## src/rtl/logic_unit_pipe.sv

```systemverilog
// Pipelined bitwise logic unit with valid/ready flow control and a tag sideband.
// The result, zero and illegal flags are formed before stage 0; later stages only transport them.
module logic_unit_pipe #(
    parameter int WIDTH  = 32,
    parameter int STAGES = 2,
    parameter int TAG_W  = 4
) (
    input  logic             clk,
    input  logic             rst,
    input  logic             in_valid,
    output logic             in_ready,
    input  logic [3:0]       ctrl,
    input  logic [WIDTH-1:0] A,
    input  logic [WIDTH-1:0] B,
    input  logic [TAG_W-1:0] in_tag,
    output logic             out_valid,
    input  logic             out_ready,
    output logic [WIDTH-1:0] dout,
    output logic             zero,
    output logic             illegal,
    output logic [TAG_W-1:0] out_tag
);

    localparam logic [3:0] OP_AND   = 4'b1000;
    localparam logic [3:0] OP_OR    = 4'b1110;
    localparam logic [3:0] OP_XOR   = 4'b0110;
    localparam logic [3:0] OP_NOR   = 4'b0001;
    localparam logic [3:0] OP_PASSA = 4'b1010;
    localparam logic [3:0] OP_NAND  = 4'b0111;
    localparam logic [3:0] OP_XNOR  = 4'b1001;
    localparam logic [3:0] OP_PASSB = 4'b1100;
    localparam logic [3:0] OP_ANDN  = 4'b0100;
    localparam logic [3:0] OP_ORN   = 4'b1101;

    // Returns {illegal, result}; unknown opcodes yield a zero result with the flag set.
    function automatic logic [WIDTH:0] logic_op(
        input logic [3:0]       op,
        input logic [WIDTH-1:0] a,
        input logic [WIDTH-1:0] b
    );
        logic [WIDTH:0] r;
        r = '0;
        case (op)
            OP_AND:   r = {1'b0, a & b};
            OP_OR:    r = {1'b0, a | b};
            OP_XOR:   r = {1'b0, a ^ b};
            OP_NOR:   r = {1'b0, ~(a | b)};
            OP_PASSA: r = {1'b0, a};
            OP_NAND:  r = {1'b0, ~(a & b)};
            OP_XNOR:  r = {1'b0, ~(a ^ b)};
            OP_PASSB: r = {1'b0, b};
            OP_ANDN:  r = {1'b0, a & ~b};
            OP_ORN:   r = {1'b0, a | ~b};
            default:  r = {1'b1, {WIDTH{1'b0}}};
        endcase
        return r;
    endfunction

    logic [WIDTH-1:0]  alu_result_s;
    logic              alu_illegal_s;
    logic              alu_zero_s;

    logic [STAGES-1:0] ld_s;
    logic [STAGES-1:0] nxt_valid_s;
    logic [STAGES-1:0] nxt_zero_s;
    logic [STAGES-1:0] nxt_illegal_s;
    logic [WIDTH-1:0]  nxt_data_s [STAGES];
    logic [TAG_W-1:0]  nxt_tag_s  [STAGES];

    logic [STAGES-1:0] valid_r;
    logic [STAGES-1:0] zero_r;
    logic [STAGES-1:0] illegal_r;
    logic [WIDTH-1:0]  data_r [STAGES];
    logic [TAG_W-1:0]  tag_r  [STAGES];

    // Operation and flag generation ahead of stage 0.
    always_comb begin
        {alu_illegal_s, alu_result_s} = logic_op(ctrl, A, B);
        alu_zero_s = ~|alu_result_s;
    end

    // Load enables ripple back from the output so empty stages fill even while the tail is stalled.
    always_comb begin
        ld_s = '0;
        ld_s[STAGES-1] = ~valid_r[STAGES-1] | out_ready;
        for (int k = STAGES - 2; k >= 0; k--) begin
            ld_s[k] = ld_s[k+1] | ~valid_r[k];
        end
    end

    // Value each stage captures when it loads; bubbles carry all-zero payload so dout reads 0 when idle.
    always_comb begin
        nxt_valid_s   = '0;
        nxt_zero_s    = '0;
        nxt_illegal_s = '0;
        for (int k = 0; k < STAGES; k++) begin
            nxt_data_s[k] = '0;
            nxt_tag_s[k]  = '0;
        end
        if (in_valid) begin
            nxt_valid_s[0]   = 1'b1;
            nxt_zero_s[0]    = alu_zero_s;
            nxt_illegal_s[0] = alu_illegal_s;
            nxt_data_s[0]    = alu_result_s;
            nxt_tag_s[0]     = in_tag;
        end else begin
            nxt_valid_s[0]   = 1'b0;
        end
        for (int k = 1; k < STAGES; k++) begin
            nxt_valid_s[k]   = valid_r[k-1];
            nxt_zero_s[k]    = zero_r[k-1];
            nxt_illegal_s[k] = illegal_r[k-1];
            nxt_data_s[k]    = data_r[k-1];
            nxt_tag_s[k]     = tag_r[k-1];
        end
    end

    // Stage registers: reset flushes everything, otherwise a loading stage takes its predecessor.
    always_ff @(posedge clk) begin
        if (rst) begin
            valid_r   <= '0;
            zero_r    <= '0;
            illegal_r <= '0;
            for (int k = 0; k < STAGES; k++) begin
                data_r[k] <= '0;
                tag_r[k]  <= '0;
            end
        end else begin
            for (int k = 0; k < STAGES; k++) begin
                if (ld_s[k]) begin
                    valid_r[k]   <= nxt_valid_s[k];
                    zero_r[k]    <= nxt_zero_s[k];
                    illegal_r[k] <= nxt_illegal_s[k];
                    data_r[k]    <= nxt_data_s[k];
                    tag_r[k]     <= nxt_tag_s[k];
                end
            end
        end
    end

    assign in_ready  = ld_s[0];
    assign out_valid = valid_r[STAGES-1];
    assign dout      = data_r[STAGES-1];
    assign zero      = zero_r[STAGES-1];
    assign illegal   = illegal_r[STAGES-1];
    assign out_tag   = tag_r[STAGES-1];

endmodule

```

## config.mk

```make
export PLATFORM = sky130hd
export DESIGN_NAME = logic_unit_pipe
export DESIGN_NICKNAME = d
export VERILOG_FILES = /design/src/rtl/logic_unit_pipe.sv
export SDC_FILE = /design/constraint.sdc
export NUM_CORES = 1
export LEC_CHECK = 0
export ABC_AREA = 1
export CELL_PAD_IN_SITES_DETAIL_PLACEMENT = 1
export CELL_PAD_IN_SITES_GLOBAL_PLACEMENT = 1
export CORE_ASPECT_RATIO = 0.5
export CORE_MARGIN = 3
export CORE_UTILIZATION = 32
export DETAILED_ROUTE_END_ITERATION = 10
export PLACE_DENSITY = 0.71
export SLEW_MARGIN = 30
export SYNTH_ARGS = -nofsm -noshare
export SYNTH_HDL_FRONTEND = slang
export SYNTH_SLANG_ARGS = --single-unit
```

## constraint.sdc

```tcl
create_clock -name clk -period 3.6 [get_ports clk]
set_input_delay 1.08 -clock clk [delete_from_list [all_inputs] [get_ports clk]]
set_output_delay 1.08 -clock clk [all_outputs]
set_load 0.005 [all_outputs]
```

==> results of run 1 <==
cell usage in the layout, fill, tap and decap left out, types with 2 or more instances in the layout:
cell / count
edfxtp_1: 72
clkdlybuf4s50_1: 115
dfxtp_1: 6
o21ai_0: 58
nand4_1: 7
buf_12: 6
nor2_1: 165
ha_1: 128
buf_4: 55
o22ai_1: 13
nand3_1: 88
nand2_1: 331
bufinv_16: 2
nor2_2: 6
clkinvlp_4: 2
clkinv_2: 2
or2_2: 4
clkbuf_16: 9
inv_1: 245
nand3b_1: 6
logic make-up after synthesis:
group | synth area share
buf+inv | 0.163
compound gates | 0.0500
simple gates | 0.304
mux | 0.00124
fa+ha+maj | 0.199
flops | 0.283
power breakdown:
part           total (uW)  internal, uW  switching [uW]
clock                 943           605             338
sequential           1070          1060            17.4
combinational         708           296             411
what timing repair did:
item | 4_1_cts | 5_1_grt
gates resized for setup | 0 | 1
endpoints found under the setup margin | 0 | 1
hold buffers | 0 | 0
synthesized netlist by cell type:
| master | instances |
|---|---|
| a21oi_1 | 1 |
| dfxtp_1 | 6 |
| clkinv_1 | 1 |
| o211ai_1 | 1 |
| buf_1 | 1 |
| edfxtp_1 | 72 |
| or2_2 | 4 |
| nand3_1 | 88 |
| ha_1 | 128 |
| nand2_1 | 331 |
| nor2_1 | 168 |
| o22ai_1 | 13 |
| buf_4 | 32 |
| clkbuf_1 | 25 |
| nor2_2 | 3 |
| nand4_1 | 7 |
| o21ai_0 | 58 |
| inv_1 | 245 |
| mux2i_1 | 1 |
| nand3b_1 | 6 |
| buf_2 | 11 |
| a22o_1 | 1 |
| a32o_1 | 1 |
critical path, stage by stage:
cell	delay (ns)
clkdlybuf4s50_1	0.48
buf_4	0.18
nand2_1	0.13
clkinvlp_4	0.23
buf_4	0.23
buf_4	0.17
nand3b_1	0.09
nand2_1	0.06
nor2_1	0.08
nand2_1	0.08
nor2_1	0.16
nand2_1	0.08
nor2_1	0.25
nand2_1	0.09
nor2_1	0.09
nand3_1	0.08
nand2_1	0.06
metal layers:
layer,vias to the layer above,global-route usage
met5,-,0
met4,0,0.0416
met3,22,0.0149
met2,169,0.324
met1,3707,0.265
li1,3863,-
metrics by stage:
step	worst slack [ns]	total power, uW	TNS, ns	hold slack (ns)
floorplan	0.321	1460	0	0.427
global placement	0.0159	1770	0	0.438
detailed placement	-0.0555	1800	-0.0555	0.460
CTS	0.281	2760	0	0.468
global route	0.0379	2880	0	0.484
finish	0.252	2720	0	0.465
worst min path at each step:
stage,start,to,slack [ns],cells after the start
finish,valid_r[0],valid_r[1],0.47,2
global route,valid_r[0],valid_r[1],0.48,2
CTS,valid_r[0],valid_r[1],0.47,2
global placement,valid_r[0],valid_r[1],0.44,2
detailed placement,valid_r[0],valid_r[1],0.46,2
floorplan,valid_r[0],valid_r[1],0.43,2
state kept, by name, indices dropped and copies added (netlist names):
signal,cells
data_r,64
tag_r,8
illegal_r,2
valid_r,2
zero_r,2
final cells by class:
class | instances | area, sq um | area share
clock buffer | 10 | 229 | 0.0227
clock inverter | 6 | 86.3 | 0.00855
inverter | 246 | 927 | 0.0918
multi-input combinational | 811 | 4470 | 0.443
sequential | 78 | 2280 | 0.226
tap | 336 | 420 | 0.0416
timing repair buffer | 176 | 1680 | 0.167
==> metrics.md, run 1 <==
| Metric | Value |
|---|---|
| Status | `completed` |
| Synthesized area | `8060 sq um` |
| DR DRC count | `0` |
| Layout cells sized above 1 | `0.0656` |
| Synthesis-stage register bit count | `78` |
| Sequential share of the synthesized area | `0.283` |
| Dpl cells | `1647` |
| Path depth of the worst reg2reg path | `8` |
| H-Tree Depth | `3` |
| Largest net degree at the start of global routing | `39` |
| Placed inst area | `9780 sq um` |
| Fin. max-slew vios | `0` |
| Worst setup EP type | `flip-flop` |
| F_max | `299 MHz` |
| Nets | `1526` |
| Setup Crit Path Kind | `in2reg` |
| Crit start category | `input port` |
| Final Util | `0.414` |
| Core area | `24400 sq um` |
| Chip width | `230 um` |
| Fill count | `3118` |
| Die ar. | `27200 sq um` |
| Worst setup startpoint | `ctrl[3]` |
| Clock sink count | `78` |
| Max-cap viol count | `0` |
| Synthesized Nets | `1408` |
| Grt total ovfl | `0` |
| CTS tree | `done` |
| Leakage | `0.00544 uW` |
| Required time worst endpoint | `3.87 ns` |
| M1 wire length | `12900 um` |
| Antenna Cells | `0` |
| Crit path time final | `3.35 ns` |
| Number of distinct library cells after synthesis | `23` |
| Total wire length | `26400 um` |
| Total track usage | `0.191` |
| Final GP Congestion | `0.853` |
| Worst-path maximum fanout | `8` |
| DRT Pass-1 Iters | `5` |
| Final setup vio count | `0` |
| Reg-to-reg endpoint | `data_r[0][23]` |
| Worst-skew pair later-pin latency | `0.33 ns` |
| Final Non-Filler Cells | `1663` |
| Synthesized instance count | `1204` |
| First-pass GRT wire length | `41800 um` |
| Non-Filler Cell Area, Final | `10100 sq um` |
| HP Class | `reg2reg` |
| Power per cell area | `270 nW/um^2` |
| # IOs | `116` |
| WL met3 | `979 um` |
| Post-CTS Setup Repair Bufs | `0` |
| Biggest area consumer among synthesized cells | `edfxtp_1` |
| Max-slew headroom | `0.405` |
| Synth-to-layout area growth | `25.3%` |
| Drt via density | `4.67` |
| Initial antenna violation count | `0` |
| Antenna-violating nets left | `0` |
| CTS clk-pin slew, worst paths | `0.06 ns` |
| Top Metal Used | `met4` |
| Row cnt | `40` |
| Root Buffer | `clkbuf_16` |
| Worst Path Arrival | `3.62 ns` |
| CP endpoint | `zero_r[0]` |
| Met2 wire len | `12300 um` |
| Post-DP HPWL | `21000 um` |
| Yosys warns | `0` |
| Initial DRC Count | `442` |
| Area contributors post-synth | `edfxtp_1 (27%), ha_1 (20%), nand2_1 (15%)` |
| Port Buffers | `115` |
| Reg-to-reg setup timing slack | `1.90 ns` |
| Period utilization | `0.930` |
| Origin of the critical flop-to-flop path | `valid_r[1]` |
| Clock buffer depth | `2` |
| Die span in y | `118 um` |
| Area share of the largest cell type after synthesis | `0.268` |
| Initial Utilization | `0.331` |
| DR WL/cell | `15.9 um` |
| CTS buffer count | `9` |
| Vias in the first global route | `7978` |
| Worst vdd ir | `0.252 mV` |
| Syn_area_per_cell | `6.69 sq um` |
| Final Hold Viols | `0` |
| Routed via count | `7761` |
| RSZ-0062 raised after global routing | `false` |
| Worst Skew | `0.00574 ns` |
| Worst-margin pin slew | `0.883 ns` |
Power figures use the tool's default switching activity.
==> run 2, diff against run 1 <==
CORE_MARGIN = default   (was 3)
CORE_UTILIZATION = 40   (was 32)
PLACE_DENSITY = 0.85   (was 0.71)
==> run 2 against run 1 <==
Total power is 6.3% lower. Clock power down 18%. Non-clock buffer count down 11. Register-to-register slack got worse by 0.02 ns. Clock skew shrank 0.00055 ns. Routed wire length decreased by 2.8%. Combinational power decreased by 1%. Sequential cell count unchanged. Die area is 24% lower. Sequential share of layout area rose by 0.54 points. Critical endpoint is now in_ready.
==> metrics.md, run 2 (synthesized netlist as in run 1, its figures left out) <==
| Metric | Value |
|---|---|
| Post-DP HPWL | `20300 um (was 21000 um)` |
| Worst-skew pair later-pin latency | `0.33 ns (about the same)` |
| Core area | `19600 sq um (was 24400 sq um)` |
| RSZ-0062 raised after global routing | `false (unchanged)` |
| Power per cell area | `259 nW/um^2 (was 270 nW/um^2)` |
| Delay-heaviest family, CP | `buffers and inverters (unchanged)` |
| Largest net degree at the start of global routing | `39 (unchanged)` |
| Multi-input logic area | `4470 sq um (about the same)` |
| Die span in y | `102 um (was 118 um)` |
| DRT Pass-1 Iters | `4 (was 5)` |
| Max-cap viol count | `0 (unchanged)` |
| Initial Utilization | `0.411 (was 0.331)` |
| Total track usage | `0.254 (was 0.191)` |
| Crit start category | `input port (unchanged)` |
| Fin. max-slew vios | `0 (unchanged)` |
| Most frequent CP cell | `clkdlybuf4s50_1 (was nand2_1)` |
| CTS buffer count | `9 (unchanged)` |
| Max-slew headroom | `0.421 (was 0.405)` |
| Final Hold Viols | `0 (unchanged)` |
| Nets | `1515 (was 1526)` |
| Die ar. | `20800 sq um (was 27200 sq um)` |
| HP Class | `reg2reg (unchanged)` |
| Antenna Cells | `0 (unchanged)` |
| Worst-margin pin slew | `0.859 ns (was 0.883 ns)` |
| Clock buffer depth | `2 (unchanged)` |
| Fill count | `2560 (was 3118)` |
| WP buf/inv | `2 (was 5)` |
| Setup Crit Path Kind | `in2out (was in2reg)` |
| CTS tree | `done (unchanged)` |
| Final Non-Filler Cells | `1581 (was 1663)` |
| DR DRC count | `0 (unchanged)` |
| Hold buffers post-CTS | `0 (unchanged)` |
| Required time worst endpoint | `2.52 ns (was 3.87 ns)` |
| # IOs | `116 (unchanged)` |
| Layout cells sized above 1 | `0.0548 (was 0.0656)` |
| Pwr Total | `2550 uW (was 2720 uW)` |
| Worst Path Arrival | `2.22 ns (was 3.62 ns)` |
| Regs by FF count | `data_r (64), tag_r (8) (unchanged)` |
| Synth-to-layout area growth | `22.4% (was 25.3%)` |
| Reg area | `2280 sq um (unchanged)` |
| Period utilization | `0.918 (was 0.930)` |
| Setup TNS | `0 ns (unchanged)` |
| Most frequent cells in the layout | `nand2_1 (331), inv_1 (245), nor2_1 (164) (was nand2_1 (331), inv_1 (245), nor2_1 (165))` |
| CTS clk-pin slew, worst paths | `0.05 ns (was 0.06 ns)` |
| Crit path time final | `3.30 ns (was 3.35 ns)` |
| Max reg flops | `64 (unchanged)` |
| Grt total ovfl | `0 (unchanged)` |
| Total wire length | `25700 um (was 26400 um)` |
| Initial DRC Count | `477 (was 442)` |
| Worst-path maximum fanout | `3 (was 8)` |
| Routed via count | `7714 (was 7761)` |
| DR WL/cell | `16.3 um (was 15.9 um)` |
| Antenna-violating nets left | `0 (unchanged)` |
| Row cnt | `36 (was 40)` |
| Dpl cells | `1566 (was 1647)` |
| Post-cts sizing count | `0 (unchanged)` |
| Worst Skew | `0.00519 ns (was 0.00574 ns)` |
| Initial antenna violation count | `0 (unchanged)` |
| Vias in the first global route | `7870 (was 7978)` |
| F_max | `303 MHz (was 299 MHz)` |
| Drt via density | `4.88 (was 4.67)` |
| First-pass GRT wire length | `40900 um (was 41800 um)` |
| Crit path largest cell delay | `0.46 ns (was 0.48 ns)` |
| Biggest register | `data_r (unchanged)` |
| Worst vdd ir | `0.233 mV (was 0.252 mV)` |
| Worst setup EP type | `primary output (was flip-flop)` |
| Chip width | `203 um (was 230 um)` |
| Crit-path cells | `clkdlybuf4s50_1, nor2_1, nand2_1, clkdlybuf4s50_1 (was clkdlybuf4s50_1, buf_4, nand2_1, clkinvlp_4, buf_4, buf_4, nand3b_1, nand2_1, nor2_1, nand2_1, nor2_1, nand2_1, nor2_1, nand2_1, nor2_1, nand3_1, nand2_1)` |
| Final GP Congestion | `0.924 (was 0.853)` |
| Port Buffers | `115 (unchanged)` |
| H-Tree Depth | `3 (unchanged)` |
| Most common cell after layout, fill and taps aside | `nand2_1 (unchanged)` |
| Final setup vio count | `0 (unchanged)` |
| Post-CTS Setup Repair Bufs | `0 (unchanged)` |
| Status | `completed (unchanged)` |
| Leakage | `0.00537 uW (was 0.00544 uW)` |
| Clock sink count | `78 (unchanged)` |
| Slowest cell on the critical path | `clkdlybuf4s50_1 (unchanged)` |
| Root Buffer | `clkbuf_16 (unchanged)` |
-- run 2: cell type report --
type / instances / area share
clock buffers: 13 / 0.0244
clock inverters: 2 / 0.00102
inverters: 246 / 0.0936
multi-input cells: 811 / 0.453
flip-flops and latches: 78 / 0.231
well taps: 266 / 0.0338
repair buffers: 165 / 0.162
-- run 2: per-layer routing --
metal | up-vias | global-route usage | share of wire
met4 | 0 | 0.0596 | 0.011
li1 | 3834 | - | -
met2 | 164 | 0.447 | 0.47
met3 | 23 | 0.0437 | 0.057
met1 | 3693 | 0.328 | 0.47
met5 | - | 0 | 0
-- run 2: final timing paths --
path / cells past startpoint / slack, ns / startpoint / to
max: 4 / 0.30 / out_ready / in_ready
min: 2 / 0.48 / zero_r[1] / zero_r[1]
max reg2reg: 8 / 1.88 / valid_r[1] / data_r[0][21]
min reg2reg: 2 / 0.48 / zero_r[1] / zero_r[1]
-- run 2: worst reg2reg max path, cell delays in order, from the launching register on --
cell	delay [ns]
dfxtp_1	0.34
inv_1	0.05
nor2_1	0.13
nand2_1	0.12
nand2_1	0.15
nor2_2	0.07
buf_12	0.17
o21ai_0	0.32
inv_1	0.10
-- run 2: where the power goes --
part / total (uW) / switching [uW] / internal (uW)
combinational: 701 / 408 / 293
clock: 775 / 315 / 461
sequential: 1080 / 18.8 / 1060
-- run 2: per-stage QoR --
stage / setup WS [ns] / instance area (sq um) / utilization / hold WS [ns]
3_3_place_gp: 0.0349 / 9610 / 0.490 / 0.438
5_1_grt: 0.217 / 9860 / 0.503 / 0.514
2_1_floorplan: 0.321 / 8060 / - / 0.427
6_report: 0.297 / 9860 / 0.503 / 0.482
4_1_cts: 0.278 / 9860 / 0.503 / 0.491
3_5_place_dp: 0.0694 / 9610 / 0.490 / 0.478
==> run 3, diff against run 2 <==
CORE_MARGIN = 3   (was default)
clock period = 3.05 ns   (was 3.6 ns; I/O delays follow)
==> run 3 against run 2 <==
Clock power up 34%. Global-route usage down 0.73 points. Hold slack worse by 0.028 ns. First-iteration DRC count down 21%. Worst setup slack worse by 0.24 ns. Clock skew down 0.00073 ns. Core utilization up 1.7 points. Critical endpoint unchanged. Highest routed layer unchanged.
==> metrics.md, run 3 (synthesized netlist as in run 1, its figures left out) <==
| Metric | Value |
|---|---|
| Status | `completed (unchanged)` |
| Layout cells sized above 1 | `0.0840 (was 0.0548)` |
| Root Buffer | `clkbuf_16 (unchanged)` |
| Hold buffers post-CTS | `0 (unchanged)` |
| Row cnt | `36 (unchanged)` |
| Max-cap viol count | `0 (unchanged)` |
| Total track usage | `0.247 (was 0.254)` |
| Final GP Congestion | `0.897 (was 0.924)` |
| Required time worst endpoint | `2.13 ns (was 2.52 ns)` |
| Reg-to-reg setup timing slack | `1.43 ns (was 1.88 ns)` |
| Vias in the first global route | `8490 (was 7870)` |
| Slowest cell on the critical path | `clkdlybuf4s50_1 (unchanged)` |
| Reg-to-reg endpoint | `data_r[0][29] (was data_r[0][21])` |
| Final setup vio count | `0 (unchanged)` |
| Total wire length | `26900 um (was 25700 um)` |
| Worst hold slack | `0.454 ns (was 0.482 ns)` |
| Most frequent cells in the layout | `nand2_1 (328), inv_1 (245), nor2_1 (161) (was nand2_1 (331), inv_1 (245), nor2_1 (164))` |
| Worst Skew | `0.00446 ns (was 0.00519 ns)` |
| Initial antenna violation count | `0 (unchanged)` |
| Worst-path maximum fanout | `3 (unchanged)` |
| Worst setup startpoint | `out_ready (unchanged)` |
| Chip width | `207 um (was 203 um)` |
| CTS tree | `done (unchanged)` |
| DR WL/cell | `16.7 um (was 16.3 um)` |
| Worst vdd ir | `0.278 mV (was 0.233 mV)` |
| Flop pwr share | `0.399 (was 0.422)` |
| F_max | `334 MHz` |
| Pwr Total | `3190 uW (was 2550 uW)` |
| Power per cell area | `312 nW/um^2 (was 259 nW/um^2)` |
| Delay-heaviest family, CP | `buffers and inverters (unchanged)` |
| Path depth of the worst reg2reg path | `7 (was 8)` |
| H-Tree Depth | `3 (unchanged)` |
| Die ar. | `22000 sq um (was 20800 sq um)` |
| Synth-to-layout area growth | `26.5% (was 22.4%)` |
| Clock sink count | `78 (unchanged)` |
| Worst-skew pair later-pin latency | `0.33 ns (about the same)` |
| Regs by FF count | `data_r (64), tag_r (8) (unchanged)` |
| Routed via count | `8022 (was 7714)` |
| Min-delay src | `valid_r[0] (was zero_r[1])` |
| Sw Share | `0.286 (was 0.290)` |
| HP Class | `reg2reg (unchanged)` |
| Port Buffers | `115 (unchanged)` |
| Post-DP HPWL | `21200 um (was 20300 um)` |
| Most frequent CP cell | `clkdlybuf4s50_1 (unchanged)` |
| CTS clk-pin slew, worst paths | `0.05 ns (about the same)` |
| Antenna Cells | `0 (unchanged)` |
| Period utilization | `0.982` |
| Clk pwr share | `0.327 (was 0.304)` |
| Sw Pwr | `912 uW (was 741 uW)` |
| Leakage | `0.00554 uW (was 0.00537 uW)` |
| Drt via density | `4.98 (was 4.88)` |
| Largest net degree at the start of global routing | `36 (was 39)` |
| Max reg flops | `64 (unchanged)` |
| Nets | `1545 (was 1515)` |
| Biggest register | `data_r (unchanged)` |
| Final Hold Viols | `0 (unchanged)` |
| Core area | `19600 sq um (unchanged)` |
| Grt total ovfl | `0 (unchanged)` |
| Worst-margin pin slew | `0.734 ns (was 0.859 ns)` |
| Final Non-Filler Cells | `1612 (was 1581)` |
| Most common cell after layout, fill and taps aside | `nand2_1 (unchanged)` |
| DR DRC count | `0 (unchanged)` |
| Crit start category | `input port (unchanged)` |
| Comb pwr share | `0.274 (was 0.275)` |
| Crit path largest cell delay | `0.52 ns (was 0.46 ns)` |
| Dpl cells | `1595 (was 1566)` |
| Crit-path cells | `clkdlybuf4s50_1, nor2_2, nand2_1, clkdlybuf4s50_1 (was clkdlybuf4s50_1, nor2_1, nand2_1, clkdlybuf4s50_1)` |
| Hold-critical path depth | `2 (unchanged)` |
| DRT Pass-1 Iters | `5 (was 4)` |
| RSZ-0062 raised after global routing | `false (unchanged)` |
| Initial Utilization | `0.411 (unchanged)` |
| First-pass GRT wire length | `43200 um (was 40900 um)` |
| # IOs | `116 (unchanged)` |
| Initial DRC Count | `375 (was 477)` |
| Origin of the critical flop-to-flop path | `valid_r[1] (unchanged)` |
| CTS buffer count | `9 (unchanged)` |
| Worst Path Arrival | `2.08 ns (was 2.22 ns)` |
| Setup Crit Path Kind | `in2out (unchanged)` |
| WP buf/inv | `2 (unchanged)` |
| Max-slew headroom | `0.510 (was 0.421)` |
| Hold Path End | `valid_r[1] (was zero_r[1])` |
| Clock buffer depth | `2 (unchanged)` |
| Die span in y | `106 um (was 102 um)` |
| Antenna-violating nets left | `0 (unchanged)` |
| Final Util | `0.520 (was 0.503)` |
| Fin. max-slew vios | `0 (unchanged)` |
| Worst setup EP type | `primary output (unchanged)` |
| Crit path time final | `2.99 ns` |
| Internal power | `2270 uW (was 1810 uW)` |
| Setup TNS | `0 ns (unchanged)` |
[run 3: changes by cell type in the layout (fill, tap and decap cells not counted), sizes merged]
cell	delta
buf	+30
clkbuf	-2
bufinv	+1
clkinv	+1
clkinvlp	+1
[run 3: area by class of cell]
| class | count | area, sq um |
|---|---|---|
| clock buffer | 11 | 243 |
| sequential | 78 | 2280 |
| clock inverter | 5 | 50.0 |
| tap | 266 | 333 |
| inverter | 246 | 927 |
| multi-input combinational | 811 | 4490 |
| timing repair buffer | 195 | 1880 |
| fill | 2543 | 9400 |
[run 3: metrics by stage]
| step | instance area [sq um] | setup slack [ns] |
|---|---|---|
| after global routing | 10200 | 0.00268 |
| after global placement | 9880 | -0.218 |
| after floorplan | 8060 | 0.283 |
| final | 10200 | 0.0556 |
| after CTS | 10200 | 0.0550 |
| after detailed placement | 9880 | -0.284 |
[run 3: worst min-delay path: stages, from the launching register on]
cell and delay (ns):
dfxtp_1 0.31, nand2_1 0.06, nand2_1 0.04
[run 3: how the worst max path moves through the flow]
stage / endpoint / slack (ns) / cells past startpoint
finish: in_ready / 0.06 / 4
global route: zero_r[0] / 0.003 / 17
CTS: zero_r[0] / 0.05 / 15
detailed placement: zero_r[0] / -0.28 / 15
global placement: zero_r[0] / -0.22 / 15
floorplan: data_r[0][0] / 0.28 / 6
[run 3: timing repair]
item                                    in CTS  in global routing
setup buffers                                0                  1
gates resized for setup                      0                  8
endpoints found under the setup margin       0                  3
[run 3: power by group through the flow]
stage / clock (uW) / combinational [uW] / sequential, uW
after floorplan: 0 / 437 / 1280
after global routing: 1100 / 970 / 1280
after global placement: 0 / 815 / 1290
after detailed placement: 0 / 861 / 1290
final: 1040 / 874 / 1270
after CTS: 1060 / 866 / 1270
[run 3: routing by layer]
layer / routed length, um / GRT usage / up-vias
met3: 1530 / 0.0288 / 34
met5: 0 / 0 / -
met1: 12200 / 0.328 / 3854
li1: - / - / 3894
met4: 361 / 0.0581 / 0
met2: 12800 / 0.430 / 240
